<file path="src/rtl/fifo_pkg.sv">
// Shared types and defaults for the flow-controlled FIFO.
package fifo_pkg;

    typedef enum logic {
        ST_RUN   = 1'b0,
        ST_PAUSE = 1'b1
    } flow_state_e;

    localparam int unsigned DefaultDataWidth = 8;
    localparam int unsigned DefaultDepth     = 8;

    // DEPTH must be a power of two >= 2 so pointers wrap for free; the top level
    // stops elaboration with $error otherwise.

endpackage

</file>
<file path="src/rtl/fifo_flow_ctrl_if.sv">
// Producer/consumer side bundle of the flow-controlled FIFO.
interface fifo_flow_ctrl_if #(
    parameter int unsigned DATA_WIDTH = 8,
    parameter int unsigned AW         = 3
);
    logic                  push;
    logic                  pop;
    logic [DATA_WIDTH-1:0] data_in;
    logic [AW:0]           umbral_alto;
    logic [AW:0]           umbral_bajo;
    logic [DATA_WIDTH-1:0] data_out;
    logic                  valid_out;
    logic                  empty;
    logic                  full;
    logic [AW:0]           count;
    logic                  pause;
    logic                  continua;
    logic                  fifo_error;

    modport master (
        output push, pop, data_in, umbral_alto, umbral_bajo,
        input  data_out, valid_out, empty, full, count, pause, continua, fifo_error
    );

    modport slave (
        input  push, pop, data_in, umbral_alto, umbral_bajo,
        output data_out, valid_out, empty, full, count, pause, continua, fifo_error
    );
endinterface

</file>
<file path="src/rtl/fifo_mem.sv">
// DEPTH x DATA_WIDTH register array, synchronous write, registered read.
module fifo_mem #(
    parameter int unsigned DATA_WIDTH = 8,
    parameter int unsigned DEPTH      = 8,
    parameter int unsigned AW         = $clog2(DEPTH)
) (
    input  logic                  clk_i,
    input  logic                  rst_i,
    input  logic                  we_i,
    input  logic [AW-1:0]         waddr_i,
    input  logic [DATA_WIDTH-1:0] wdata_i,
    input  logic                  re_i,
    input  logic [AW-1:0]         raddr_i,
    output logic [DATA_WIDTH-1:0] rdata_o
);

    logic [DATA_WIDTH-1:0] mem_q [DEPTH];
    logic [DATA_WIDTH-1:0] rdata_q;

    always_ff @(posedge clk_i) begin
        if (we_i) begin
            mem_q[waddr_i] <= wdata_i;
        end
    end

    // Same-address write and read return the old word, which is what a full push+pop needs.
    always_ff @(posedge clk_i) begin
        if (rst_i) begin
            rdata_q <= '0;
        end else if (re_i) begin
            rdata_q <= mem_q[raddr_i];
        end
    end

    assign rdata_o = rdata_q;

endmodule

</file>
<file path="src/rtl/fifo_flow_ctrl.sv">
// Synchronous FIFO with hysteresis pause/resume flow control toward the producer.
module fifo_flow_ctrl
    import fifo_pkg::*;
#(
    parameter int unsigned DATA_WIDTH = DefaultDataWidth,
    parameter int unsigned DEPTH      = DefaultDepth,
    parameter int unsigned AW         = $clog2(DEPTH)
) (
    input logic              clk,
    input logic              reset,
    fifo_flow_ctrl_if.slave  bus_io
);

    if ((DEPTH < 2) || ((DEPTH & (DEPTH - 1)) != 0)) begin : g_depth_chk
        $error("fifo_flow_ctrl: DEPTH must be a power of two >= 2");
    end

    localparam logic [AW:0] DepthCnt = (AW + 1)'(DEPTH);

    logic [AW-1:0] wr_ptr_q, rd_ptr_q;
    logic [AW:0]   count_q, count_d;
    logic          valid_q;
    logic          err_q;
    flow_state_e   state_q;
    logic          empty, full, push_ok, pop_ok;

    always_comb begin
        empty   = (count_q == '0);
        full    = (count_q == DepthCnt);
        pop_ok  = bus_io.pop & ~empty;
        push_ok = bus_io.push & (~full | pop_ok);
        count_d = count_q + (AW + 1)'(push_ok) - (AW + 1)'(pop_ok);
    end

    always_ff @(posedge clk) begin
        if (reset) begin
            wr_ptr_q <= '0;
            rd_ptr_q <= '0;
            count_q  <= '0;
            valid_q  <= 1'b0;
            err_q    <= 1'b0;
        end else begin
            if (push_ok) wr_ptr_q <= wr_ptr_q + 1'b1;
            if (pop_ok)  rd_ptr_q <= rd_ptr_q + 1'b1;
            count_q <= count_d;
            valid_q <= pop_ok;
            if ((bus_io.push & ~push_ok) | (bus_io.pop & ~pop_ok)) err_q <= 1'b1;
        end
    end

    // Thresholds compare against count_d so pause moves on the same edge count crosses.
    always_ff @(posedge clk) begin
        if (reset) begin
            state_q <= ST_RUN;
        end else begin
            unique case (state_q)
                ST_RUN:   if (count_d >= bus_io.umbral_alto) state_q <= ST_PAUSE;
                ST_PAUSE: if (count_d <= bus_io.umbral_bajo) state_q <= ST_RUN;
                default:  state_q <= ST_RUN;
            endcase
        end
    end

    fifo_mem #(
        .DATA_WIDTH (DATA_WIDTH),
        .DEPTH      (DEPTH),
        .AW         (AW)
    ) u_mem (
        .clk_i   (clk),
        .rst_i   (reset),
        .we_i    (push_ok),
        .waddr_i (wr_ptr_q),
        .wdata_i (bus_io.data_in),
        .re_i    (pop_ok),
        .raddr_i (rd_ptr_q),
        .rdata_o (bus_io.data_out)
    );

    assign bus_io.valid_out  = valid_q;
    assign bus_io.empty      = empty;
    assign bus_io.full       = full;
    assign bus_io.count      = count_q;
    assign bus_io.pause      = (state_q == ST_PAUSE);
    assign bus_io.continua   = (state_q != ST_PAUSE);
    assign bus_io.fifo_error = err_q;

endmodule
</file>
<file path="src/flat_wrapper.sv">
// flat-port wrapper written by rule: the top's interface ports become plain ports
module fifo_flow_ctrl_flat import fifo_pkg::*;
#(
    parameter int unsigned DATA_WIDTH = DefaultDataWidth,
    parameter int unsigned DEPTH      = DefaultDepth,
    parameter int unsigned AW         = $clog2(DEPTH)
)
  (clk, reset, bus_io_push, bus_io_pop, bus_io_data_in, bus_io_umbral_alto, bus_io_umbral_bajo, bus_io_data_out, bus_io_valid_out, bus_io_empty, bus_io_full, bus_io_count, bus_io_pause, bus_io_continua, bus_io_fifo_error);
  fifo_flow_ctrl_if #(.DATA_WIDTH(DATA_WIDTH), .AW(AW)) bus_io_i ();
  input logic clk;
  input logic reset;
  input wire logic [$bits(bus_io_i.push)-1:0] bus_io_push;
  input wire logic [$bits(bus_io_i.pop)-1:0] bus_io_pop;
  input wire logic [$bits(bus_io_i.data_in)-1:0] bus_io_data_in;
  input wire logic [$bits(bus_io_i.umbral_alto)-1:0] bus_io_umbral_alto;
  input wire logic [$bits(bus_io_i.umbral_bajo)-1:0] bus_io_umbral_bajo;
  output wire logic [$bits(bus_io_i.data_out)-1:0] bus_io_data_out;
  output wire logic [$bits(bus_io_i.valid_out)-1:0] bus_io_valid_out;
  output wire logic [$bits(bus_io_i.empty)-1:0] bus_io_empty;
  output wire logic [$bits(bus_io_i.full)-1:0] bus_io_full;
  output wire logic [$bits(bus_io_i.count)-1:0] bus_io_count;
  output wire logic [$bits(bus_io_i.pause)-1:0] bus_io_pause;
  output wire logic [$bits(bus_io_i.continua)-1:0] bus_io_continua;
  output wire logic [$bits(bus_io_i.fifo_error)-1:0] bus_io_fifo_error;
  assign bus_io_i.push = bus_io_push;
  assign bus_io_i.pop = bus_io_pop;
  assign bus_io_i.data_in = bus_io_data_in;
  assign bus_io_i.umbral_alto = bus_io_umbral_alto;
  assign bus_io_i.umbral_bajo = bus_io_umbral_bajo;
  assign bus_io_data_out = bus_io_i.data_out;
  assign bus_io_valid_out = bus_io_i.valid_out;
  assign bus_io_empty = bus_io_i.empty;
  assign bus_io_full = bus_io_i.full;
  assign bus_io_count = bus_io_i.count;
  assign bus_io_pause = bus_io_i.pause;
  assign bus_io_continua = bus_io_i.continua;
  assign bus_io_fifo_error = bus_io_i.fifo_error;
  fifo_flow_ctrl #(.DATA_WIDTH(DATA_WIDTH), .DEPTH(DEPTH), .AW(AW)) u_core (.clk(clk), .reset(reset), .bus_io(bus_io_i));
endmodule
</file>
<file path="config.mk">
export PLATFORM = sky130hd
export DESIGN_NAME = fifo_flow_ctrl_flat
export DESIGN_NICKNAME = d
export VERILOG_FILES = /design/src/rtl/fifo_pkg.sv /design/src/rtl/fifo_flow_ctrl_if.sv /design/src/rtl/fifo_mem.sv /design/src/rtl/fifo_flow_ctrl.sv /design/src/flat_wrapper.sv
export SDC_FILE = /design/constraint.sdc
export NUM_CORES = 1
export LEC_CHECK = 0
export ABC_AREA = 1
export CORE_ASPECT_RATIO = 1.4
export CORE_MARGIN = 2
export CORE_UTILIZATION = 30
export CTS_BUF_LIST = sky130_fd_sc_hd__clkbuf_16
export DETAILED_ROUTE_END_ITERATION = 8
export PLACE_DENSITY = 0.46
export SLEW_MARGIN = 20
export SYNTH_ARGS = -nofsm -noshare
export SYNTH_HDL_FRONTEND = slang
export SYNTH_SLANG_ARGS = --single-unit
</file>
<file path="constraint.sdc">
create_clock -name clk -period 2.8 [get_ports clk]
set_clock_uncertainty 0.15 [all_clocks]
set_input_delay 0.56 -clock clk [delete_from_list [all_inputs] [get_ports clk]]
set_output_delay 0.56 -clock clk [all_outputs]
set_load 0.02 [all_outputs]
</file>
==> results.md, run 1 <==
- The CTS clock-pin slew for the worst setup and hold paths is 60 ps.
- The count of non-filler cells in the finished layout is 619.
- The depth of the CTS H-tree is 3.
- The total power consumption of the routed design is 4611 uW.
- The arrival time of data at the critical path endpoint is 2800 ps.
- The library cell with the largest summed area after synthesis is sky130_fd_sc_hd__edfxtp_1.
- The number of max-cap violations is 0.
- The most common flop cell mapped by yosys is sky130_fd_sc_hd__edfxtp_1.
- The total detailed-routing wirelength is 9.382 mm.
- The total congestion overflow after global routing is 0.
- At the end of the flow, the number of nets in the layout was 500.
- The final estimated routing congestion in global placement is 0.7534.
- The pin slew with the least headroom to its limit is 381.4 ps.
- The detailed placer's ending HPWL is 6.296 mm.
- The synthesized area per cell is 9.717 sq um.
- In this run, post-CTS hold repair placed 0 buffers.
- Relative to the synthesized area, the layout overhead comes to 27.13%.
- After floorplanning, the core was divided into 49 placement rows.
- The number of synthesized flops with an enable pin is 64.
- The detailed router's first-iteration violation count is 174.
- The critical path is of the reg2reg type.
- For this run, the top clock speed supported by timing is 367.5 MHz.
- Counting tap cells, the placed design contains a total of 604 instances.
- The sequential cell area fraction in the yosys report is 0.5996.
- The filler cell count is 1249.
- The maximum ir drop on the vdd rail is 0.5049 mV.
- The number of antenna violations at the first check in global routing came to 0.
- The clock reaches the later pin of the worst-skew pair after 330 ps.
- Setup violations remaining at the end of the flow were counted as 0.
- The aggregate global-route resource usage is 0.1404.
- The highest fanout seen on the critical path is 2.
- The wire length per cell is 15.16 microns.
- Headroom to the max-slew limit came out at 0.7458.
- The initial core utilization is 0.3049.
- For this run, asynchronously set or reset flops after synthesis account for 0.
- Port buffering added 37 buffers.
- The hold violation total from the final report came to 0.
- In this run the static leakage power is 0.002101 uW.
- The clock tree root driver cell is sky130_fd_sc_hd__clkbuf_16.
- The most frequently used cell type in the post-synthesis netlist is sky130_fd_sc_hd__nand2_1.
- The count of nets left with antenna violations once routing finished came out at 0.
- The core region is 12810 sq um.
- The via count of the first global-routing pass is 2718.
- The commonest cells after synthesis are 101 x sky130_fd_sc_hd__nand2_1, 73 x sky130_fd_sc_hd__inv_1, 64 x sky130_fd_sc_hd__edfxtp_1.
- The floorplan step defined a die boundary enclosing 13960 sq um.
- The share of the synthesized area in the top cell type is 0.4920.
- 0 antenna diodes ended up in the layout.
- For this design the ratio of total power to cell area is 928.5 nW/um^2.
- The via count is 2782.
- The mapped netlist covers 3906 sq um.
- The global-route wire length before repair is 14.60 mm.
- The required time of the critical path is 2880 ps.
- When the netlist entered floorplanning its net count stood at 439.
- Synthesis produced 402 cells.
- In the post-synthesis netlist, the biggest area contributors are sky130_fd_sc_hd__edfxtp_1 49%, sky130_fd_sc_hd__dfxtp_1 11%, sky130_fd_sc_hd__nand2_1 9.7%, sky130_fd_sc_hd__inv_1 7.0%, sky130_fd_sc_hd__nand3_1 6.3%.
- The flow ran to the end, and the final reports show no timing, DRC or antenna violations.
- The path class of the tightest hold or removal check is reg2reg.
- In this run, synthesis produced a sequential element count of 85.
- The worst setup path is captured at a flop.
- STA classifies the critical path startpoint as a flop.
- The post-detailed-route DRC marker count is 0.
- The CTS tree is done.
- Before CTS, the worst setup slack after placement is -429.4 ps.
- The number of max-slew violations in the final report is 0.
- The overall die height is 139.0 microns.
- Clock tree synthesis inserted a total of 9 buffers.
- Counting I/O delays and the setup requirement, the final critical path takes 2721 ps.
- The maximum buffer depth of the clock tree is 2.
- The floorplan step set the die width to 100.4 microns.
- The part of the cycle the worst path needs is 0.9719.
- The count of cell types in the netlist is 30.
- The share of cells above drive strength 1 is 0.1588.
- At the end of the flow the core is filled with cells to 0.3876.
- The count of synthesis-stage warnings from yosys is 0.
- The I/O pin count is 38.
- Dividing the detail-routed via count by the number of cells gives 4.494.
- The first detailed-routing pass ran for 4 iterations.
- Setup slack closes at 78.56 ps.
- The number of clock sinks seen by CTS is 85.
- Entering global routing, the biggest net connects 35 pins.
[registers in the layout (all words and copies together) (netlist names)]
name,count
u_core.bus_io.count,4
u_core.bus_io.fifo_error,1
u_core.bus_io.pause,1
u_core.bus_io.valid_out,1
u_core.rd_ptr_q,3
u_core.u_mem.mem_q,64
u_core.u_mem.rdata_o,8
u_core.wr_ptr_q,3
[logic make-up after synthesis]
kind of cell,synth area share
adder cells (fa/ha/maj),0.05637
flip-flops,0.5996
buffers and inverters,0.1057
XOR/XNOR,0.004485
AO/OA/AOI/OAI,0.03780
AND/OR/NAND/NOR,0.1960
[worst paths after layout]
kind         cells past startpoint                                    to  slack (ps)                                  from
max                             15        u_core.bus_io.pause$_SDFF_PP0_          80     u_core.bus_io.count[2]$_SDFF_PP0_
min                              2  u_core.u_mem.rdata_o[4]$_SDFFE_PP0P_         320  u_core.u_mem.rdata_o[4]$_SDFFE_PP0P_
max reg2reg                     15        u_core.bus_io.pause$_SDFF_PP0_          80     u_core.bus_io.count[2]$_SDFF_PP0_
min reg2reg                      2  u_core.u_mem.rdata_o[4]$_SDFFE_PP0P_         320  u_core.u_mem.rdata_o[4]$_SDFFE_PP0P_
[final cells by class]
| class | count | area [sq um] | share of cell area |
|---|---|---|---|
| clock buffers | 9 | 225.2 | 0.04535 |
| clock inverters | 5 | 53.80 | 0.01083 |
| inverters | 80 | 314.1 | 0.06324 |
| multi-input cells | 223 | 1265 | 0.2547 |
| flip-flops and latches | 85 | 2345 | 0.4722 |
| well taps | 153 | 191.4 | 0.03855 |
| repair buffers | 64 | 571.8 | 0.1151 |
[metal layers]
layer | up-vias | GRT usage | share of wire
met3 | 17 | 0.02974 | 0.027
met4 | 0 | 0.05479 | 0.024
met2 | 47 | 0.2420 | 0.53
met5 | - | 0 | 0
li1 | 1410 | - | -
met1 | 1308 | 0.1690 | 0.42
[placed cells by master (no fill, tap or decap), drive strengths merged, types with 2 or more instances in the layout]
master	Yosys	routed
inv	77	77
buf	12	27
a21oi	18	18
clkinv	3	6
clkbuf	2	9
clkdlybuf4s50	0	36
edfxtp	64	64
nor2	16	16
nand3	50	50
nand2	106	106
dfxtp	21	21
ha	16	16
o21ai	7	7
xor2	2	2
[worst max-delay path, stage by stage, from the launching register on]
cell and delay, ps:
sky130_fd_sc_hd__dfxtp_2 320, sky130_fd_sc_hd__inv_2 50, sky130_fd_sc_hd__ha_2 160, sky130_fd_sc_hd__nand3_2 90
sky130_fd_sc_hd__nand2_4 100, sky130_fd_sc_hd__clkinv_4 50, sky130_fd_sc_hd__ha_4 260, sky130_fd_sc_hd__inv_2 40
sky130_fd_sc_hd__ha_4 160, sky130_fd_sc_hd__fa_2 360, sky130_fd_sc_hd__nand2_1 140, sky130_fd_sc_hd__nand2_4 70
sky130_fd_sc_hd__ha_1 180, sky130_fd_sc_hd__a211o_1 310, sky130_fd_sc_hd__o21ai_2 130, sky130_fd_sc_hd__nor2_1 60
[per-stage QoR]
step | cell area, sq um | hold slack [ps] | setup TNS [ps]
detailed placement | 4581 | 313.6 | -429.4
floorplan | 3928 | 335.1 | 0
global route | 4966 | 342.5 | -46.03
global placement | 4581 | 310.7 | -394.0
finish | 4966 | 319.0 | 0
CTS | 4881 | 325.2 | 0
[report_power, final]
group | internal (uW) | switching (uW) | total [uW] | leakage, uW
combinational | 817 | 1090 | 1910 | 0.00121
clock | 676 | 464 | 1140 | 0.000132
sequential | 1500 | 69.1 | 1570 | 0.000754
total | 2990 | 1620 | 4610 | 0.00210
[repair_timing]
item,CTS,global route
resized for setup,3,15
setup endpoints to repair,1,1
setup buffers,1,0
cloned,0,0
pin swaps,4,12
No activity file was read; power rests on OpenSTA's default activity.
==> run 2, diff against run 1 <==
CORE_UTILIZATION = 34   (was 30)
PLACE_DENSITY = 0.51   (was 0.46)
==> run 2 against run 1 <==
Compared with the run above: via count is 2.8% higher; clock-buffer cell count did not move; core utilization grew 6.0 points; sequential power barely moved; highest routed layer unchanged.
==> results.md, run 2 (synthesis results as in run 1) <==
- The number of max-cap violations is 0 (unchanged).
- The largest incremental delay on the critical path is 320 ps (-40 ps).
- The wire length per cell is 14.21 microns (-6.2%).
- The CTS clock-pin slew for the worst setup and hold paths is 60 ps (about the same).
- The post-detailed-route DRC marker count is 0 (unchanged).
- The total detailed-routing wirelength is 8.813 mm (-6.1%).
- The via-per-instance ratio was 4.615 (+2.7%).
- The maximum ir drop on the vdd rail is 0.6694 mV (+33%).
- The number of instances in the placed design was 597 (-1.2%).
- The depth of the CTS H-tree is 3 (unchanged).
- The number of buffers created by CTS was 9 (unchanged).
- The final estimated routing congestion in global placement is 0.8445 (+12%).
- The smallest hold slack is 313.7 ps (-5.229 ps).
- The global-route wire length before repair came to 13.98 mm (-4.3%).
- The leakage power figure is 0.002171 uW (+3.3%).
- The detailed placer's ending HPWL came to 6.104 mm (-3.1%).
- The initial core utilization was 0.3463 (+0.04142).
- The setup TNS is 0 ps (unchanged).
- The floorplan die area is 12370 sq um (-11%).
- The placement row count is 46 (-6.1%).
- The register name with the most flops is u_core.u_mem.mem_q.
- By startpoint and endpoint, the worst setup path is classified as reg2reg.
- From synthesis to final layout, the design area changed by 29.34%.
- The number of max-slew violations in the final report is 0 (unchanged).
- The remaining number of nets flagged by the antenna check after routing came to 0 (unchanged).
- The number of port buffers is 37 (unchanged).
- The power per cell area is 970.9 nW/um^2 (+4.6%).
- The pin count of the biggest net entering global routing came to 35 (unchanged).
- The total power consumption of the routed design is 4905 uW (+6.4%).
- The class of the tightest hold or removal check is reg2reg.
- The required time of the critical path is 2890 ps (about the same).
- The detailed router's first-iteration violation count was 121 (-30%).
- The number of nets at the end of the flow is 508 (+1.6%).
- The hold violation total from the final report is 0 (unchanged).
- The via count was 2861 (+2.8%).
- The maximum clock frequency was 362.1 MHz (-1.5%).
- The clock tree root driver cell is sky130_fd_sc_hd__clkbuf_16.
- The via count of the first global-routing pass is 2843 (+4.6%).
- The number of clock sinks seen by CTS is 85 (unchanged).
- The top cell types in the final layout, fill and taps aside, are 99 x sky130_fd_sc_hd__nand2_1, 68 x sky130_fd_sc_hd__inv_1, 64 x sky130_fd_sc_hd__edfxtp_1, 49 x sky130_fd_sc_hd__nand3_1, 36 x sky130_fd_sc_hd__clkdlybuf4s50_1.
- The flow ran to the end, and the final reports show no timing, DRC or antenna violations.
- The number of iterations in the first detailed-routing pass is 5 (+1).
- The critical path startpoint category is a flop.
- The pin slew with the least headroom to its limit is 425.2 ps (+43.79 ps).
- The part of the cycle the worst path needs is 0.9863 (+0.01431).
- The post-route minimum period is 2762 ps (+40.08 ps).
- The number of flip-flops in the largest register was 64 (unchanged).
- The clock latency at the later pin of the worst-skew pair is 340 ps (about the same).
- The reg2reg setup slack is 40 ps (-40 ps).
- The endpoint type of the worst setup path is a flop.
- The aggregate global-route resource usage is 0.1527 (+0.01234).
- The leading cell type in the layout, fill and taps excluded is sky130_fd_sc_hd__nand2_1.
- The maximum buffer depth of the clock tree is 2 (unchanged).
- The number of antenna violations at the first check in global routing was 0 (unchanged).
- The total congestion overflow after global routing is 0 (unchanged).
- The overall die height is 130.8 microns (-5.9%).
- The relative max-transition margin is 0.7162 (-0.02958).
- The share of cells above drive strength 1 came to 0.1744 (+0.01557).
- The arrival time of data at the critical path endpoint is 2850 ps (+50 ps).
- The antenna diode instance count is 0 (unchanged).
- The highest fanout seen on the critical path came to 2 (unchanged).
- The core box area was 11280 sq um (-12%).
- Walking the worst path, the cells encountered are inv_2, ha_4, nand3_4, nand2_4, clkinv_4, ha_1, inv_2, ha_4, a21oi_2, o21bai_1, xor2_1, inv_2, ha_4, a211o_1, o21ai_2, nor2_1.
- The die boundary width was 94.59 microns (-5.8%).
- The CTS tree is done.
- The I/O pin count came to 38 (unchanged).
- The number of failing setup endpoints in the final timing report is 0 (unchanged).
- The count of non-filler cells in the finished layout is 620 (+0.16%).
- The standard cell with the maximum stage delay on the critical path is sky130_fd_sc_hd__dfxtp_2.
==> run 2: area by class of cell <==
class                   instances  area [sq um]
repair buffers                 72         631.9
inverters                      80         314.1
fillers                      1093          6228
well taps                     144         180.2
clock buffers                   9         225.2
flip-flops and latches         85          2345
multi-input cells             223          1257
clock inverters                 7         98.84
==> run 2: stage by stage <==
stage          instance area (sq um)    util  worst slack (ps)
2_1_floorplan                   3928       -             6.827
4_1_cts                         4969  0.4404            0.9164
3_5_place_dp                    4584  0.4064            -484.0
6_report                        5052  0.4479             38.48
3_3_place_gp                    4584  0.4064            -371.2
5_1_grt                         5052  0.4479            -66.21
==> run 2: critical path: cells and delay by family, from the launching register on <==
| kind | cells | cell delay, ps |
|---|---|---|
| adders and majority gates | 4 | 770 |
| AOI/OAI and AO/OA | 4 | 630 |
| and+or+nand+nor | 3 | 220 |
| xor gates and xnor gates | 1 | 260 |
| buffers and inverters | 4 | 300 |
| DFF | 1 | 320 |
==> run 2: power by group <==
part | internal, uW | switching [uW] | total (uW)
sequential | 1500 | 68.4 | 1560
clock | 785 | 487 | 1270
combinational | 963 | 1110 | 2070
==> run 2: path summary, 6_finish.rpt <==
path | depth (start not counted) | start | to
worst max-delay path | 16 | u_core.bus_io.count[2]$_SDFF_PP0_ | u_core.bus_io.pause$_SDFF_PP0_
worst min-delay path | 2 | u_core.u_mem.rdata_o[0]$_SDFFE_PP0P_ | u_core.u_mem.rdata_o[0]$_SDFFE_PP0P_
worst max register to register | 16 | u_core.bus_io.count[2]$_SDFF_PP0_ | u_core.bus_io.pause$_SDFF_PP0_
worst min register to register | 2 | u_core.u_mem.rdata_o[0]$_SDFFE_PP0P_ | u_core.u_mem.rdata_o[0]$_SDFFE_PP0P_
==> run 2: repair_timing <==
item                       in CTS  in global routing
setup buffers                   4                  3
setup endpoints to repair       1                  1
gates resized for setup         5                 13
hold buffers                    0                  0
pin swaps                       4                 10
==> run 2: routing by layer <==
metal / vias up / global-route usage / share of wire
li1: 1427 / - / -
met1: 1354 / 0.1778 / 0.42
met2: 69 / 0.2622 / 0.52
met3: 11 / 0.03899 / 0.042
met4: 0 / 0.07332 / 0.017
met5: - / 0 / 0
==> run 3, diff against run 2 <==
CAP_MARGIN = 20   (was unset)
DONT_BUFFER_PORTS = 1   (was unset)
HOLD_SLACK_MARGIN = 0.06   (was unset)
PLACE_DENSITY = 0.47   (was 0.51)
==> run 3 against run 2 <==
Compared with the run above: register-to-register slack gained 70 ps; via count shrank 6.5%; wire length grew 0.30%; design area shrank 6.6%; combinational power shrank 19%; sequential power grew 6%; clock-buffer cell count is the same; flip-flop and latch count is the same; die area is the same; sequential share of layout area grew 3.3 points; global-route usage grew 0.16 points.
==> results.md, run 3 (synthesis results as in run 1) <==
- The run finished with clean final reports.
- The total congestion overflow after global routing is 0 (unchanged).
- The filler cell count is 1136 (+3.9%).
- The global-route wire length before repair is 13.81 mm (-1.2%).
- The number of port buffers is 0 (-100%).
- The critical path buffer and inverter count is 3 (-1).
- The critical path startpoint category is a flop.
- The maximum ir drop on the vdd rail is 0.6883 mV (+2.8%).
- The hold violation total from the final report came to 0 (unchanged).
- The number of clock sinks seen by CTS is 85 (unchanged).
- The pin count of the biggest net entering global routing came to 35 (unchanged).
- The smallest hold slack is 135.5 ps (-178.2 ps).
- The kind of cell with the highest combined delay along the critical path is adder cells.
- The startpoint of the worst-slack reg-to-reg timing path is u_core.bus_io.count[2]$_SDFF_PP0_.
- The final estimated routing congestion in global placement is 0.7721 (-8.6%).
- The required time of the critical path is 2880 ps (about the same).
- The setup TNS came to 0 ps (unchanged).
- The part of the cycle the worst path needs is 0.9610 (-0.02523).
- The post-route minimum period is 2691 ps (-70.66 ps).
- The leakage power figure was 0.002030 uW (-6.5%).
- The worst register-to-register path ends at u_core.bus_io.pause$_SDFF_PP0_.
- The die boundary width is 94.59 microns (unchanged).
- u_core.u_mem.mem_q holds more flip-flops than any other register.
- The CTS clock-pin slew for the worst setup and hold paths is 60 ps (about the same).
- The post-detailed-route DRC marker count is 0 (unchanged).
- The worst hold path terminates at u_core.u_mem.rdata_o[0]$_SDFFE_PP0P_.
- The via count of the first global-routing pass is 2580 (-9.3%).
- The library cell appearing most often on the critical path is sky130_fd_sc_hd__ha_4.
- The wire length per cell is 15.27 microns (+7.4%).
- The number of failing setup endpoints in the final timing report is 0 (unchanged).
- The power per cell area is 1008 nW/um^2 (+3.8%).
- The largest incremental delay on the critical path is 360 ps (+40 ps).
- The depth of the most critical reg-to-reg path is 16 (unchanged).
- The footprint of the flip-flops and latches was 2345 sq um (unchanged).
- The reg2reg setup slack is 110 ps (+70 ps).
- The clock latency at the later pin of the worst-skew pair is 340 ps (about the same).
- The antenna diode instance count is 0 (unchanged).
- The number of iterations in the first detailed-routing pass is 4 (-1).
- The placement row count is 46 (unchanged).
- The initial core utilization is 0.3463 (unchanged).
- The type of the worst setup path is reg2reg.
- The highest fanout seen on the critical path is 4 (+2).
- The I/O pin count came to 38 (unchanged).
- The aggregate global-route resource usage is 0.1543 (+0.001577).
- The total detailed-routing wirelength came to 8.839 mm (+0.30%).
- The startpoint identified for the worst hold timing path is reset.
- The total area of multi-input combinational cells came to 1284 sq um (+2.1%).
- In the layout the commonest cells are 99 x sky130_fd_sc_hd__nand2_1, 68 x sky130_fd_sc_hd__inv_1, 64 x sky130_fd_sc_hd__edfxtp_1, 49 x sky130_fd_sc_hd__nand3_1, 31 x sky130_fd_sc_hd__buf_4.
- The overall die height is 130.8 microns (unchanged).
- The via count is 2675 (-6.5%).
- The number of max-cap violations is 0 (unchanged).
- The class of the tightest hold or removal check is in2reg.
- The cell sitting at the root of the clock tree is a sky130_fd_sc_hd__clkbuf_16.
- The floorplan die area was 12370 sq um (unchanged).
- The area growth from synthesis to layout is 20.79%.
- The number of flip-flops in the largest register came to 64 (unchanged).
- The number of nets at the end of the flow is 467 (-8.1%).
- The worst hold path depth is 1 (-1).
- TritonCTS built the clock tree.
- The worst setup path is captured at a flop.
- The core box area is 11280 sq um (unchanged).
- The detailed placer's ending HPWL was 6.145 mm (+0.67%).
- The number of antenna violations at the first check in global routing was 0 (unchanged).
- The largest individual stage delay along the critical path comes from the cell sky130_fd_sc_hd__fa_2.
- The detailed router's first-iteration violation count is 158 (+31%).
- Traced cell by cell, the critical path runs through inv_2, ha_4, nand3_4, nand2_4, clkinv_4, ha_4, inv_2, ha_4, fa_2, or2_4, nand2_4, ha_4, nand2_2, o21ai_1, a21oi_1, nor2_1.
- The remaining number of nets flagged by the antenna check after routing is 0 (unchanged).
- The maximum clock frequency is 371.6 MHz (+2.6%).
- The pin slew with the least headroom to its limit was 775.8 ps (+350.6 ps).
- The leading cell type in the layout, fill and taps excluded is sky130_fd_sc_hd__nand2_1.
- The number of buffers created by CTS is 9 (unchanged).
- The arrival time of data at the critical path endpoint is 2770 ps (-80 ps).
- The via-per-instance ratio is 4.620 (+0.12%).
- The maximum buffer depth of the clock tree is 2 (unchanged).
- The relative max-transition margin is 0.4821 (-0.2341).
- The depth of the CTS H-tree came to 3 (unchanged).
- The share of cells above drive strength 1 is 0.1839 (+0.009538).
- The number of max-slew violations in the final report is 0 (unchanged).
-- run 3: changes by cell type in the layout (fill, tap and decap cells not counted), moves of 2 or more --
cell / change
sky130_fd_sc_hd__clkdlybuf4s50_1: -36
sky130_fd_sc_hd__buf_4: -4
sky130_fd_sc_hd__ha_1: -2
sky130_fd_sc_hd__bufinv_16: +2
sky130_fd_sc_hd__clkinv_4: -2
sky130_fd_sc_hd__ha_4: +2
sky130_fd_sc_hd__o21ai_1: +2
-- run 3: per-layer routing --
metal  up-vias  global-route usage  share of wire  wire length (microns)
li1       1344                   -              -                      -
met3        13             0.02752          0.045                    398
met1      1263              0.1807           0.40                   3544
met5         -                   0              0                      0
met2        55              0.2714           0.53                   4699
met4         0             0.07587          0.022                    196
-- run 3: worst max-delay path by stage --
stage | slack [ps] | depth (start not counted) | from | to
6_report | 110 | 16 | u_core.bus_io.count[2]$_SDFF_PP0_ | u_core.bus_io.pause$_SDFF_PP0_
5_1_grt | -30 | 16 | u_core.bus_io.count[2]$_SDFF_PP0_ | u_core.bus_io.pause$_SDFF_PP0_
4_1_cts | 6 | 16 | u_core.bus_io.count[2]$_SDFF_PP0_ | u_core.bus_io.pause$_SDFF_PP0_
3_5_place_dp | -20 | 16 | u_core.bus_io.count[2]$_SDFF_PP0_ | u_core.bus_io.pause$_SDFF_PP0_
3_3_place_gp | 40 | 16 | u_core.bus_io.count[2]$_SDFF_PP0_ | u_core.bus_io.pause$_SDFF_PP0_
2_1_floorplan | 7 | 16 | u_core.bus_io.count[2]$_SDFF_PP0_ | u_core.bus_io.pause$_SDFF_PP0_
-- run 3: repair_timing --
action | CTS | global route
hold buffers | 0 | 0
pin swaps | 3 | 10
resized for setup | 3 | 17
buffers inserted | 2 | 5
setup endpoints to repair | 1 | 1
-- run 3: metrics by stage --
stage          cells  power (uW)  instance area (sq um)  worst slack, ps    util
6_report         579        4754                   4718            109.1  0.4183
5_1_grt          579        5065                   4718           -25.27  0.4183
4_1_cts          574        4551                   4589            5.790  0.4068
3_5_place_dp     556        3026                   4184           -23.65  0.3709
3_3_place_gp     556        3014                   4184            41.44  0.3709
2_1_floorplan    402        2683                   3928            6.827       -
-- run 3: cell type report --
| class | count | area share |
|---|---|---|
| Sequential cell | 85 | 0.4970 |
| Multi-Input combinational cell | 223 | 0.2721 |
| Inverter | 80 | 0.06656 |
| Timing Repair Buffer | 31 | 0.04932 |
| Clock buffer | 9 | 0.04773 |
| Tap cell | 144 | 0.03819 |
| Clock inverter | 7 | 0.02917 |
-- run 3: where the power goes --
part | internal, uW | total, uW | switching, uW
registers | 1500 | 1650 | 152
logic | 723 | 1680 | 957
clock network | 958 | 1420 | 466
